[config.mk]
export PLATFORM = sky130hd
export DESIGN_NAME = sparse_encoder_flat
export DESIGN_NICKNAME = d
export VERILOG_FILES = /design/src/rtl/sparse_encoder_if.sv /design/src/rtl/sparse_encoder.sv /design/src/flat_wrapper.sv
export SDC_FILE = /design/constraint.sdc
export NUM_CORES = 1
export LEC_CHECK = 0
export ABC_AREA = 1
export CORE_ASPECT_RATIO = 0.7
export CORE_MARGIN = 2
export CORE_UTILIZATION = 35
export DETAILED_ROUTE_END_ITERATION = 10
export PLACE_DENSITY = 0.58
export REMOVE_ABC_BUFFERS = 1
export SLEW_MARGIN = 20
export SYNTH_ARGS = -nofsm -noshare
export SYNTH_HDL_FRONTEND = slang
export SYNTH_SLANG_ARGS = --single-unit
[constraint.sdc]
create_clock -name clk -period 2.2 [get_ports clk]
set_input_delay 0.44 -clock clk [delete_from_list [all_inputs] [get_ports clk]]
set_output_delay 0.44 -clock clk [all_outputs]
set_load 0.02 [all_outputs]
[src/rtl/sparse_encoder_if.sv]
// sparse_encoder_if
// Pixel-in / entry-out stream bundle for sparse_encoder.
//   in_valid, pixel_in  : dense pixel stream from the producer
//   in_ready            : encoder can take a pixel this cycle
//   out_valid, out_*    : head entry of the encoder output FIFO
//   out_ready           : consumer takes the head entry this cycle
// Modports:
//   master : producer/consumer side (drives in_valid, pixel_in, out_ready)
//   slave  : encoder side
interface sparse_encoder_if #(
  parameter int word_length = 8,
  parameter int col_length  = 8
);
  logic                          in_valid;
  logic                          in_ready;
  logic signed [word_length-1:0] pixel_in;
  logic                          out_valid;
  logic                          out_ready;
  logic signed [word_length-1:0] out_value;
  logic [col_length-1:0]         out_col;
  logic [col_length-1:0]         out_row;
  logic                          out_last;

  modport master (
    output in_valid, pixel_in, out_ready,
    input  in_ready, out_valid, out_value, out_col, out_row, out_last
  );

  modport slave (
    input  in_valid, pixel_in, out_ready,
    output in_ready, out_valid, out_value, out_col, out_row, out_last
  );
endinterface

[src/rtl/sparse_encoder.sv]
// sparse_encoder
// Converts a raster-order dense frame of signed pixels into a stream of
// {value, col, row} entries for the nonzero pixels. The entry stream of each
// frame is padded with zero entries to a multiple of 4 and its final entry
// carries out_last. A 4-deep FIFO decouples the two streams.
// Ports:
//   clk               : clock, rising edge
//   rst               : synchronous active-high reset
//   bus               : sparse_encoder_if.slave (pixel in / entry out streams)
//   frame_done        : one-cycle pulse once a frame has fully drained
//   feature_valid_num : nonzero count of the last completed frame
//   state_dbg         : current FSM state (SCAN=0, PAD=1, DRAIN=2)
//
// Handshake: a beat transfers on a rising edge where valid and ready are both
// 1. in_ready does not depend on in_valid, and out_valid does not depend on
// out_ready. Once asserted, out_valid and the head entry hold until popped.
module sparse_encoder #(
  parameter int word_length        = 8,
  parameter int col_length         = 8,
  parameter int double_word_length = 16,
  parameter int image_size         = 28
) (
  input  logic                          clk,
  input  logic                          rst,
  sparse_encoder_if.slave               bus,
  output logic                          frame_done,
  output logic [double_word_length-1:0] feature_valid_num,
  output logic [1:0]                    state_dbg
);

  typedef enum logic [1:0] {
    SCAN  = 2'd0,
    PAD   = 2'd1,
    DRAIN = 2'd2
  } state_t;

  localparam logic [col_length-1:0] last_coord = col_length'(image_size - 1);

  state_t state, state_next;

  // Raster position and per-frame nonzero count
  logic [col_length-1:0]         col, row;
  logic [double_word_length-1:0] n_count;

  // One-entry staging register holding the most recent nonzero pixel
  logic                   staged_valid;
  logic [word_length-1:0] staged_value;
  logic [col_length-1:0]  staged_col, staged_row;

  // Pushes into the FIFO this frame, modulo 4 (drives padding and last)
  logic [1:0] push_cnt;

  // Output FIFO
  logic [word_length-1:0] fifo_value [4];
  logic [col_length-1:0]  fifo_col   [4];
  logic [col_length-1:0]  fifo_row   [4];
  logic                   fifo_last  [4];
  logic [1:0]             wr_ptr, rd_ptr;
  logic [2:0]             fifo_count;
  logic                   fifo_full, fifo_empty, fifo_space;

  logic                   in_ready_int;
  logic                   accept, nonzero, frame_end;
  logic                   pop, push;
  logic [word_length-1:0] push_value;
  logic [col_length-1:0]  push_col, push_row;
  logic                   push_last;
  logic                   staged_clear;
  logic                   done_now;

  assign fifo_full  = (fifo_count == 3'd4);
  assign fifo_empty = (fifo_count == 3'd0);
  assign pop        = !fifo_empty && bus.out_ready;
  // A simultaneous pop frees a slot, so a push on a full FIFO is legal then
  assign fifo_space = !fifo_full || pop;

  assign in_ready_int = (state == SCAN) && !fifo_full;
  assign accept       = bus.in_valid && in_ready_int;
  assign nonzero      = (bus.pixel_in != '0);
  assign frame_end    = accept && (col == last_coord) && (row == last_coord);

  assign bus.in_ready  = in_ready_int;
  assign bus.out_valid = !fifo_empty;
  assign bus.out_value = fifo_empty ? '0   : fifo_value[rd_ptr];
  assign bus.out_col   = fifo_empty ? '0   : fifo_col[rd_ptr];
  assign bus.out_row   = fifo_empty ? '0   : fifo_row[rd_ptr];
  assign bus.out_last  = fifo_empty ? 1'b0 : fifo_last[rd_ptr];

  assign state_dbg = state;

  always_ff @(posedge clk) begin
    if (rst) state <= SCAN;
    else     state <= state_next;
  end

  always_comb begin
    state_next   = state;
    push         = 1'b0;
    push_value   = staged_value;
    push_col     = staged_col;
    push_row     = staged_row;
    push_last    = 1'b0;
    staged_clear = 1'b0;
    done_now     = 1'b0;
    case (state)
      SCAN: begin
        // A new nonzero pixel displaces the staged one into the FIFO
        if (accept && nonzero && staged_valid) push = 1'b1;
        if (frame_end) begin
          if (n_count != '0 || nonzero) state_next = PAD;
          else                          state_next = DRAIN;
        end
      end
      PAD: begin
        if (fifo_space) begin
          push = 1'b1;
          if (staged_valid) begin
            staged_clear = 1'b1;
          end else begin
            push_value = '0;
            push_col   = '0;
            push_row   = '0;
          end
          // The push that completes a group of 4 ends the frame
          if (push_cnt == 2'd3) begin
            push_last  = 1'b1;
            state_next = DRAIN;
          end
        end
      end
      DRAIN: begin
        if (fifo_empty) begin
          done_now   = 1'b1;
          state_next = SCAN;
        end
      end
      default: state_next = SCAN;
    endcase
  end

  always_ff @(posedge clk) begin
    if (rst) begin
      col               <= '0;
      row               <= '0;
      n_count           <= '0;
      staged_valid      <= 1'b0;
      staged_value      <= '0;
      staged_col        <= '0;
      staged_row        <= '0;
      push_cnt          <= '0;
      wr_ptr            <= '0;
      rd_ptr            <= '0;
      fifo_count        <= '0;
      frame_done        <= 1'b0;
      feature_valid_num <= '0;
      for (int i = 0; i < 4; i++) begin
        fifo_value[i] <= '0;
        fifo_col[i]   <= '0;
        fifo_row[i]   <= '0;
        fifo_last[i]  <= 1'b0;
      end
    end else begin
      if (accept) begin
        if (col == last_coord) begin
          col <= '0;
          row <= (row == last_coord) ? '0 : row + 1'b1;
        end else begin
          col <= col + 1'b1;
        end
        if (nonzero) begin
          n_count      <= n_count + 1'b1;
          staged_valid <= 1'b1;
          staged_value <= bus.pixel_in;
          staged_col   <= col;
          staged_row   <= row;
        end
      end

      if (staged_clear) staged_valid <= 1'b0;

      if (push) begin
        fifo_value[wr_ptr] <= push_value;
        fifo_col[wr_ptr]   <= push_col;
        fifo_row[wr_ptr]   <= push_row;
        fifo_last[wr_ptr]  <= push_last;
        wr_ptr             <= wr_ptr + 1'b1;
        push_cnt           <= push_cnt + 1'b1;
      end
      if (pop) rd_ptr <= rd_ptr + 1'b1;
      fifo_count <= fifo_count + 3'(push) - 3'(pop);

      frame_done <= done_now;
      if (done_now) begin
        feature_valid_num <= n_count;
        n_count           <= '0;
        staged_valid      <= 1'b0;
        staged_value      <= '0;
        staged_col        <= '0;
        staged_row        <= '0;
        push_cnt          <= '0;
      end
    end
  end

endmodule

[src/flat_wrapper.sv]
// flat-port wrapper written by rule: the top's interface ports become plain ports
module sparse_encoder_flat 
#(
  parameter int word_length        = 8,
  parameter int col_length         = 8,
  parameter int double_word_length = 16,
  parameter int image_size         = 28
)
  (clk, rst, frame_done, feature_valid_num, state_dbg, bus_in_valid, bus_pixel_in, bus_out_ready, bus_in_ready, bus_out_valid, bus_out_value, bus_out_col, bus_out_row, bus_out_last);
  sparse_encoder_if #(.word_length(word_length), .col_length(col_length)) bus_i ();
  input  logic clk;
  input  logic rst;
  output logic frame_done;
  output logic [double_word_length-1:0] feature_valid_num;
  output logic [1:0] state_dbg;
  input wire logic [$bits(bus_i.in_valid)-1:0] bus_in_valid;
  input wire logic [$bits(bus_i.pixel_in)-1:0] bus_pixel_in;
  input wire logic [$bits(bus_i.out_ready)-1:0] bus_out_ready;
  output wire logic [$bits(bus_i.in_ready)-1:0] bus_in_ready;
  output wire logic [$bits(bus_i.out_valid)-1:0] bus_out_valid;
  output wire logic [$bits(bus_i.out_value)-1:0] bus_out_value;
  output wire logic [$bits(bus_i.out_col)-1:0] bus_out_col;
  output wire logic [$bits(bus_i.out_row)-1:0] bus_out_row;
  output wire logic [$bits(bus_i.out_last)-1:0] bus_out_last;
  assign bus_i.in_valid = bus_in_valid;
  assign bus_i.pixel_in = bus_pixel_in;
  assign bus_i.out_ready = bus_out_ready;
  assign bus_in_ready = bus_i.in_ready;
  assign bus_out_valid = bus_i.out_valid;
  assign bus_out_value = bus_i.out_value;
  assign bus_out_col = bus_i.out_col;
  assign bus_out_row = bus_i.out_row;
  assign bus_out_last = bus_i.out_last;
  sparse_encoder #(.word_length(word_length), .col_length(col_length), .double_word_length(double_word_length), .image_size(image_size)) u_core (.clk(clk), .rst(rst), .bus(bus_i), .frame_done(frame_done), .feature_valid_num(feature_valid_num), .state_dbg(state_dbg));
endmodule
==> results.yml <==
timing:
  worst_pin_slew_ns: 0.521
  max_freq_ghz: 0.456
  hold_violations: 0
  fin_hold_ws_ns: 0.458
  relSlewSlack_pct: 65.0
  timing.final.crit_share_pct: 99.6
  fin_crit_ns: 2.19
  rsz0062_at_grt: "yes"
  slew_viol_final: 0
  setup_viol: 0
  clock_skew_ns: 0.0103
routing:
  ant_nets: 0
  drtPass1Iterations: 5
  wl_per_cell_um: 16.5
  dr_total_vias: 6775
  finalWirelength_um: 22700
  vias_per_cell: 4.91
  drc: 0
  drt_iter0_drc: 583
clocking:
  cts_tree: "done"
  clkTransAtPathRegs_ns: 0.08
  worstSkewPairLatency_ns: 0.45
  h-tree-depth: 4
  clock_sinks: 187
  holdBufCountCts: 0
  cts_root_buf: "clkbuf_16"
  cts_inserted_buffers: 17
  cts_buffer_depth: 2
synthesis:
  ys_seq_elements: 187
  synth_cell_type_count: 36
  syn-instance-count: 941
  synth_area_sq_um: 8280
  synthFlopType: "edfxtp_1"
  synth_edf_count: 100
  ys_warn_count: 0
  syn_area_per_cell_sq_um: 8.79
  async_flop_share_pct: 0
  seq_area_frac_synth_pct: 57.3
place:
  port_buffers: 57
  placed_cell_area_sq_um: 9750
  hpwl_um: 14200
  gp_congestion: 0.788
critical_path:
  crit_buf_inv: 4
  cp_top_family: "buffers and inverters"
  r2r-start: "u_core.fifo_count[0]$_SDFF_PP0_"
  r2r_slack_ns: 0.08
  setup.worst_path.start_class: "flip-flop"
  critical_path_arrival_ns: 1.75
  reg2reg_depth: 11
  rr_endpoint: "u_core.fifo_count[1]$_SDFF_PP0_"
  crit_type: "flip-flop to output port"
  worstPathRequired_ns: 1.76
  cp_max_fo: 8
  slowest_delay_ns: 0.39
  path_common_cell: "nor2_1"
  crit_chain: "buf_12 > buf_8 > nor2_1 > nor2_1 > o21ai_1 > a21oi_1 > buf_4 > buf_6"
  slowest_stage: "dfxtp_4"
  cp-end-kind: "output port"
cells_and_area:
  nFillCells: 2274
  drive_gt1_share_pct: 19.3
  multi_input_area_sq_um: 3190
  num_antenna_cells: 0
  ff_latch_area_sq_um: 4750
  final_nets: 1069
  final_cell_area_sq_um: 10600
  final_cell_mix: "nor2_1 (240), nand2_1 (113), edfxtp_1 (100), dfxtp_1 (84), buf_4 (70)"
  layout_commonest_cell: "nor2_1"
  syn_to_final_growth_pct: 28.7
grt:
  grt_pass1_wl_um: 34900
  grt_start_max_net_pins: 39
  antenna_found_initial: 0
  grt.total_usage_pct: 18.3
  grt_pass1_vias: 6226
  overflow: 0
power:
  finalPower_w: 0.0111
  p_leak_nw: 3.90
  vdd_drop_max_mv: 0.654
  p_per_area_nw_per_um2: 1050
die:
  die-area_sq_um: 24900
  io_pins: 58
  core-area_sq_um: 23400
  row_count: 47
  fp.dieH_um: 133
  start_util_pct: 35.4
  die_w_um: 188
min_path:
  worstHoldStart: "u_core.feature_valid_num[13]$_SDFFE_PP0P_"
  whs_path_depth: 2
  whs_endpoint: "u_core.feature_valid_num[13]$_SDFFE_PP0P_"
  hp-class: "flip-flop to flip-flop"
job:
  timing.max_cap.violations: 0
run_status:
  status: "finished, final reports clean"
## layer usage
metal	vias up	track usage, %	wire length [um]
met3	16	4.22	1300
met4	0	3.54	172
met1	3239	28.1	11800
met2	160	26.0	9440
met5	-	0	0
li1	3360	-	-
## timing repair
action	CTS	global route
pin swaps	3	16
gates cloned	2	4
buffers inserted	0	4
gates resized for setup	116	87
setup endpoints to repair	26	28
## layout make-up
cell class	count	area share (%)
multi-input cells	644	30.0
well taps	318	3.74
flip-flops and latches	187	44.6
inverters	62	2.24
repair buffers	137	13.9
clock inverters	15	1.54
clock buffers	17	4.00
## synth_stat cells, types with 6 or more instances
| master | count | share of area [%] |
|---|---|---|
| nor2_1 | 242 | 11 |
| nand2_1 | 114 | 5.2 |
| edfxtp_1 | 100 | 36 |
| o21ai_0 | 89 | 5.4 |
| dfxtp_1 | 87 | 21 |
| a21oi_1 | 74 | 4.5 |
| inv_1 | 55 | 2.5 |
| clkbuf_1 | 30 | 1.4 |
| nand3_1 | 26 | 1.6 |
| nor3_1 | 19 | 1.1 |
| nor3_2 | 19 | 2.3 |
| o21ai_1 | 13 | 0.79 |
| buf_2 | 12 | 0.73 |
| ha_1 | 7 | 1.1 |
| nand4_1 | 7 | 0.53 |
| nor2_2 | 6 | 0.45 |
| xor2_1 | 6 | 0.64 |
## state kept, by name (all words and copies together) (netlist names), named ones only
signal,cells
u_core.staged_value,8
u_core.feature_valid_num,16
u_core.n_count,16
u_core.push_cnt,2
u_core.state_dbg,2
u_core.staged_row,8
u_core.fifo_value,32
u_core.fifo_count,3
u_core.fifo_row,32
u_core.staged_valid,1
u_core.rd_ptr,2
u_core.wr_ptr,2
u_core.staged_col,8
u_core.col,8
u_core.fifo_last,4
u_core.fifo_col,32
u_core.row,8
u_core.frame_done,1
## through the flow
step | cells | util (%) | TNS [ns] | worst slack, ns
final | 1380 | 45.5 | 0 | 0.00845
after global routing | 1380 | 45.5 | -0.360 | -0.0655
after CTS | 1372 | 44.1 | -0.108 | -0.0628
after detailed placement | 1338 | 41.7 | -24.14 | -0.254
after global placement | 1338 | 41.7 | -20.00 | -0.227
after floorplan | 893 | - | -89.22 | -1.02
## worst max-delay path by stage
stage | startpoint | to | slack [ns] | cells after the start
floorplan | u_core.state_dbg[1]$_SDFFE_PP0P_ | u_core.fifo_col[0][0]$_SDFFCE_PN0P_ | -1.02 | 9
global placement | bus_pixel_in[7] | u_core.fifo_count[2]$_SDFF_PP0_ | -0.23 | 11
detailed placement | bus_pixel_in[1] | u_core.fifo_count[2]$_SDFF_PP0_ | -0.25 | 11
CTS | flip-flop | bus_out_col[5] | -0.06 | 6
global route | flip-flop | bus_out_row[5] | -0.07 | 8
finish | flip-flop | bus_out_col[4] | 0.008 | 8
## worst min-delay path, cell delays in order (launching register included)
cell	delay (ns)
dfxtp_1	0.32
nand2_1	0.06
o21ai_1	0.05
## power by group
group / switching [W] / leakage [nW] / internal (W)
Sequential: 0.000129 / 1.74 / 0.00392
Clock: 0.00156 / 0.292 / 0.00154
Combinational: 0.00228 / 1.86 / 0.00171
Total: 0.00397 / 3.90 / 0.00717
## logic make-up (layout without fill, tap and decap cells)
family | after synthesis | in the layout | synth area share [%]
AOI/OAI and AO/OA | 184 | 184 | 11.4
and+or+nand+nor | 446 | 446 | 23.7
xor gates and xnor gates | 6 | 6 | 0.635
DFF | 187 | 187 | 57.3
adders and majority gates | 8 | 8 | 1.30
buffers and inverters | 110 | 231 | 5.62
No activity file was read; power rests on OpenSTA's default activity.
==> variant 1, RTL diff (same flow settings) <==
`double_word_length` is set to 16 in 2 places; all go to 32.
--- a/src/rtl/sparse_encoder.sv
+++ b/src/rtl/sparse_encoder.sv
@@ -17,7 +17,7 @@
 module sparse_encoder #(
   parameter int word_length        = 8,
   parameter int col_length         = 8,
-  parameter int double_word_length = 16,
+  parameter int double_word_length = 32,
   parameter int image_size         = 28
 ) (
   input  logic                          clk,
--- a/src/flat_wrapper.sv
+++ b/src/flat_wrapper.sv
@@ -3,7 +3,7 @@
 #(
   parameter int word_length        = 8,
   parameter int col_length         = 8,
-  parameter int double_word_length = 16,
+  parameter int double_word_length = 32,
   parameter int image_size         = 28
 )
   (clk, rst, frame_done, feature_valid_num, state_dbg, bus_in_valid, bus_pixel_in, bus_out_ready, bus_in_ready, bus_out_valid, bus_out_value, bus_out_col, bus_out_row, bus_out_last);
Ports: changed (resized feature_valid_num); port bits go from 58 to 74. No check against the original RTL was run, so the function may have changed too.
==> variant 1 against the original RTL <==
  * The run now ends with negative setup slack left
  * Fmax fell by 3.5%
  * Setup slack got worse by 81 ps
  * Sequential cell count rose by 32
  * Wire length rose by 26%
  * Total power rose by 16%
  * Design area rose by 20%
  * Area after synthesis rose by 18%
==> variant 1: results (changes against the original RTL) <==
* CP arrival at 1830 ps (+80 ps)
* Inst Count DP at 1683 (+26%)
* Endpoints failing setup at 21 (+21)
* Layout cells sized above 1 at 0.1487 (-0.04434)
* Layout clock buffers at 39 (+22)
* Maximum vdd ir drop at 0.0006088 V (-7.0%)
* Metal2 WL at 11400 um (+21%)
* Synth Flop Type: dfxtp_1
* Hold worst-path end: u_core.feature_valid_num[9]
* Worst rel slew slack at 0.6240 (-0.02628)
* Post-CTS Setup Bufs at 8 (+8)
* Largest net degree at the start of global routing at 37 (-5.1%)
* Vias in the first global route at 7933 (+27%)
* Footprint of the multi-input gates at 4015 um^2 (+26%)
* Num sequential at 219 (+17%)
* CP endpoint: bus_out_value[3]
* Failing checks: negative setup slack
* Final setup slack of the worst path at -72.12 ps (-80.56 ps)
* Layout net count at 1374 (+29%)
* RR Startpoint: u_core.fifo_count[1]
* CP Max Fanout at 6 (-2)
* Routability Congestion at 0.8876 (+13%)
* Largest cells by area after synthesis: edfxtp_1, dfxtp_1, nor2_1
* Total CTS buffers at 24 (+7)
* Sequential-to-total area share from yosys stat at 0.5497 (-0.02365)
* Post-cts gate resize count at 201 (+73%)
* Leak Pwr at 4.775 nW (+22%)
* Dpl hpwl at 18120 um (+27%)
* Multi-input gates at 859 (+33%)
* Sw Share at 0.3236 (-0.03278)
* Buffering overhead at 0.1431 (+0.004377)
* Status: finished, violations left
* Clk. pwr at 3.93 mW (+27%)
* WL/cell at 16.42 um (-0.17%)
* Hold wc startpoint: u_core.feature_valid_num[9]
* GR Util met1 at 0.2977 (+0.01627)
==> variant 1: cell count changes after synthesis, sizes merged, moves of 17 or more <==
cell / unedited run / this run
inv: 59 / 86
nor3: 38 / 21
nor2: 250 / 334
nand2: 119 / 228
dfxtp: 87 / 119
o21ai: 102 / 124
==> variant 1: logic make-up (layout without fill, tap and decap cells) <==
logic type                 Yosys count  in the layout  share of synthesized area
xor gates and xnor gates            15             15                    0.01341
DFF                                219            219                     0.5497
AOI/OAI and AO/OA                  212            212                     0.1106
buffers and inverters              138            294                    0.05709
and+or+nand+nor                    624            624                     0.2582
adders and majority gates            8              8                    0.01098
==> variant 1: stage by stage <==
step,util,hold slack [ps],area [um^2],setup WS [ps]
2_1_floorplan,-,436.4,9564,-1479
3_3_place_gp,0.4174,437.4,11560,-300.9
3_5_place_dp,0.4174,439.4,11560,-331.4
4_1_cts,0.4564,451.3,12640,-94.67
5_1_grt,0.4620,485.6,12800,-149.6
6_report,0.4620,447.2,12800,-72.12
==> variant 2, RTL diff (config.mk and constraints unchanged) <==
Without the edit above. Put one more register stage on the output `state_dbg`, cleared by the reset. The value now appears one clock later. The other outputs are not delayed to match.
--- a/src/rtl/sparse_encoder.sv
+++ b/src/rtl/sparse_encoder.sv
@@ -86,7 +86,13 @@
   assign bus.out_row   = fifo_empty ? '0   : fifo_row[rd_ptr];
   assign bus.out_last  = fifo_empty ? 1'b0 : fifo_last[rd_ptr];
 
-  assign state_dbg = state;
+  always_ff @(posedge clk) begin
+    if (rst) begin
+      state_dbg <= '0;
+    end else begin
+      state_dbg <= state;
+    end
+  end
 
   always_ff @(posedge clk) begin
     if (rst) state <= SCAN;
Check against the original RTL: same outputs for any inputs over 4 cycles, from zero or initial values and one cycle with rst high; that may be too few to reach the edited logic, so the function may still have changed.
==> variant 2 against the original RTL <==
  * Highest routed layer unchanged
  * Critical path depth fell by 2
  * Largest cell class unchanged
  * Wire length decreased by 4.5%
  * Total power fell by 12%
  * Design area decreased by 2.1%
  * Global-route usage down 0.51 points
  * Largest power group unchanged
  * Synthesized cell count is 4.7% higher
  * Setup slack better by 60 ps
  * Clock skew rose by 2.5 ps
  * Via count decreased by 0.61%
  * First-iteration DRC count is 5.0% lower
  * Area after synthesis up 1.2%
  * Sequential cell count grew 2
==> variant 2: results (changes against the original RTL) <==
* Yosys cell types at 32 (-11%)
* First-pass detailed-route iteration total at 5 (unchanged)
* Sequential-to-total area share from yosys stat at 0.5713 (-0.001986)
* Largest net degree at the start of global routing at 30 (-23%)
* Post-Synth XOR/XNOR Area at 0.007321 (+0.0009709)
* Largest cells by area after synthesis: edfxtp_1, dfxtp_1, nor2_1
* First-pass GRT wire length at 34500 um (-1.0%)
* Worst Skew at 12.83 ps (+2.481 ps)
* M1 wire length at 11210 um (-5.0%)
* Worst slack, placed at -360.0 ps (-106.0 ps)
* Clock latency at the later pin of the worst-skew pair at 430 ps (-20 ps)
* Layout cells sized above 1 at 0.1658 (-0.02727)
* Metal2 WL at 9231 um (-2.2%)
* Worst hold slack at 461.2 ps (+3.490 ps)
* DRT iter0 DRCs at 554 (-5.0%)
* Placed cell area at 9808 um^2 (+0.55%)
* Fin crit share at 0.9689 (-0.02724)
* Fillers at 2275 (+0.044%)
* FF-to-FF End: u_core.fifo_count[2]
* Post-synth top cells: nor2_1, nand2_1, o21ai_0
* Core Util, Final at 0.4421 (-0.01274)
* GR Util met1 at 0.2693 (-0.01210)
* Met3 wire len at 1142 um (-12%)
* CP endpoint: bus_out_col[7]
* Status: completed
* Final wirelength at 21680 um (-4.5%)
* Worst-margin pin slew at 495.5 ps (-25.07 ps)
* Hold worst-path end: u_core.feature_valid_num[4]
* Dpl hpwl at 14910 um (+4.8%)
* Maximum vdd ir drop at 0.0006595 V (+0.78%)
* Routability Congestion at 0.8435 (+7.1%)
* Area fraction of the dominant cell type after synthesis at 0.3586 (-0.004283)
* Post-CTS Setup Bufs at 2 (+2)
* Post-cts gate resize count at 113 (-2.6%)
* GRT met3 Usage at 0.03978 (-0.002396)
* CP Max Fanout at 10 (+2)
* Synthesized instance count at 985 (+4.7%)
* Routing usage on met2 at 0.2612 (+0.001563)
* Post-synthesis compound-gate area fraction at 0.1062 (-0.007619)
* Adder-cell share of the synthesized area at 0.01285 (-0.0001535)
* Reg2reg setup slack at 140 ps (+60 ps)
* Post-route insts no fill at 1422 (+3.0%)
* RR Startpoint: u_core.fifo_count[0]
* Vias per Instance at 4.736 (-3.5%)
* All-Layer GR Usage at 0.1775 (-0.005063)
* Clk slew on worst S/H paths at 60 ps (-20 ps)
-- variant 2: changes by cell type after synthesis, moves of 7 or more --
cell     before  now
o21ai_0      89  105
nor3_2       19    0
inv_2         4   11
inv_1        55   80
o21ai_1      13    0
a21oi_1      74   67
nor2_1      242  269
-- variant 2: area by class of cell --
type | count | area share
clock buffers | 21 | 0.04320
clock inverters | 11 | 0.008880
inverters | 93 | 0.03396
multi-input cells | 658 | 0.2940
flip-flops and latches | 189 | 0.4597
well taps | 318 | 0.03816
repair buffers | 132 | 0.1220
-- variant 2: worst max-delay path: cells and delay by family (launching register included) --
| kind | cells | cell delay [ps] |
|---|---|---|
| DFF | 1 | 420 |
| buffers and inverters | 2 | 390 |
| AOI/OAI and AO/OA | 2 | 330 |
| and+or+nand+nor | 2 | 130 |
-- variant 2: power breakdown --
part | internal (mW) | switching, mW
clock network | 1.59 | 1.34
logic | 1.10 | 1.70
registers | 3.95 | 0.140
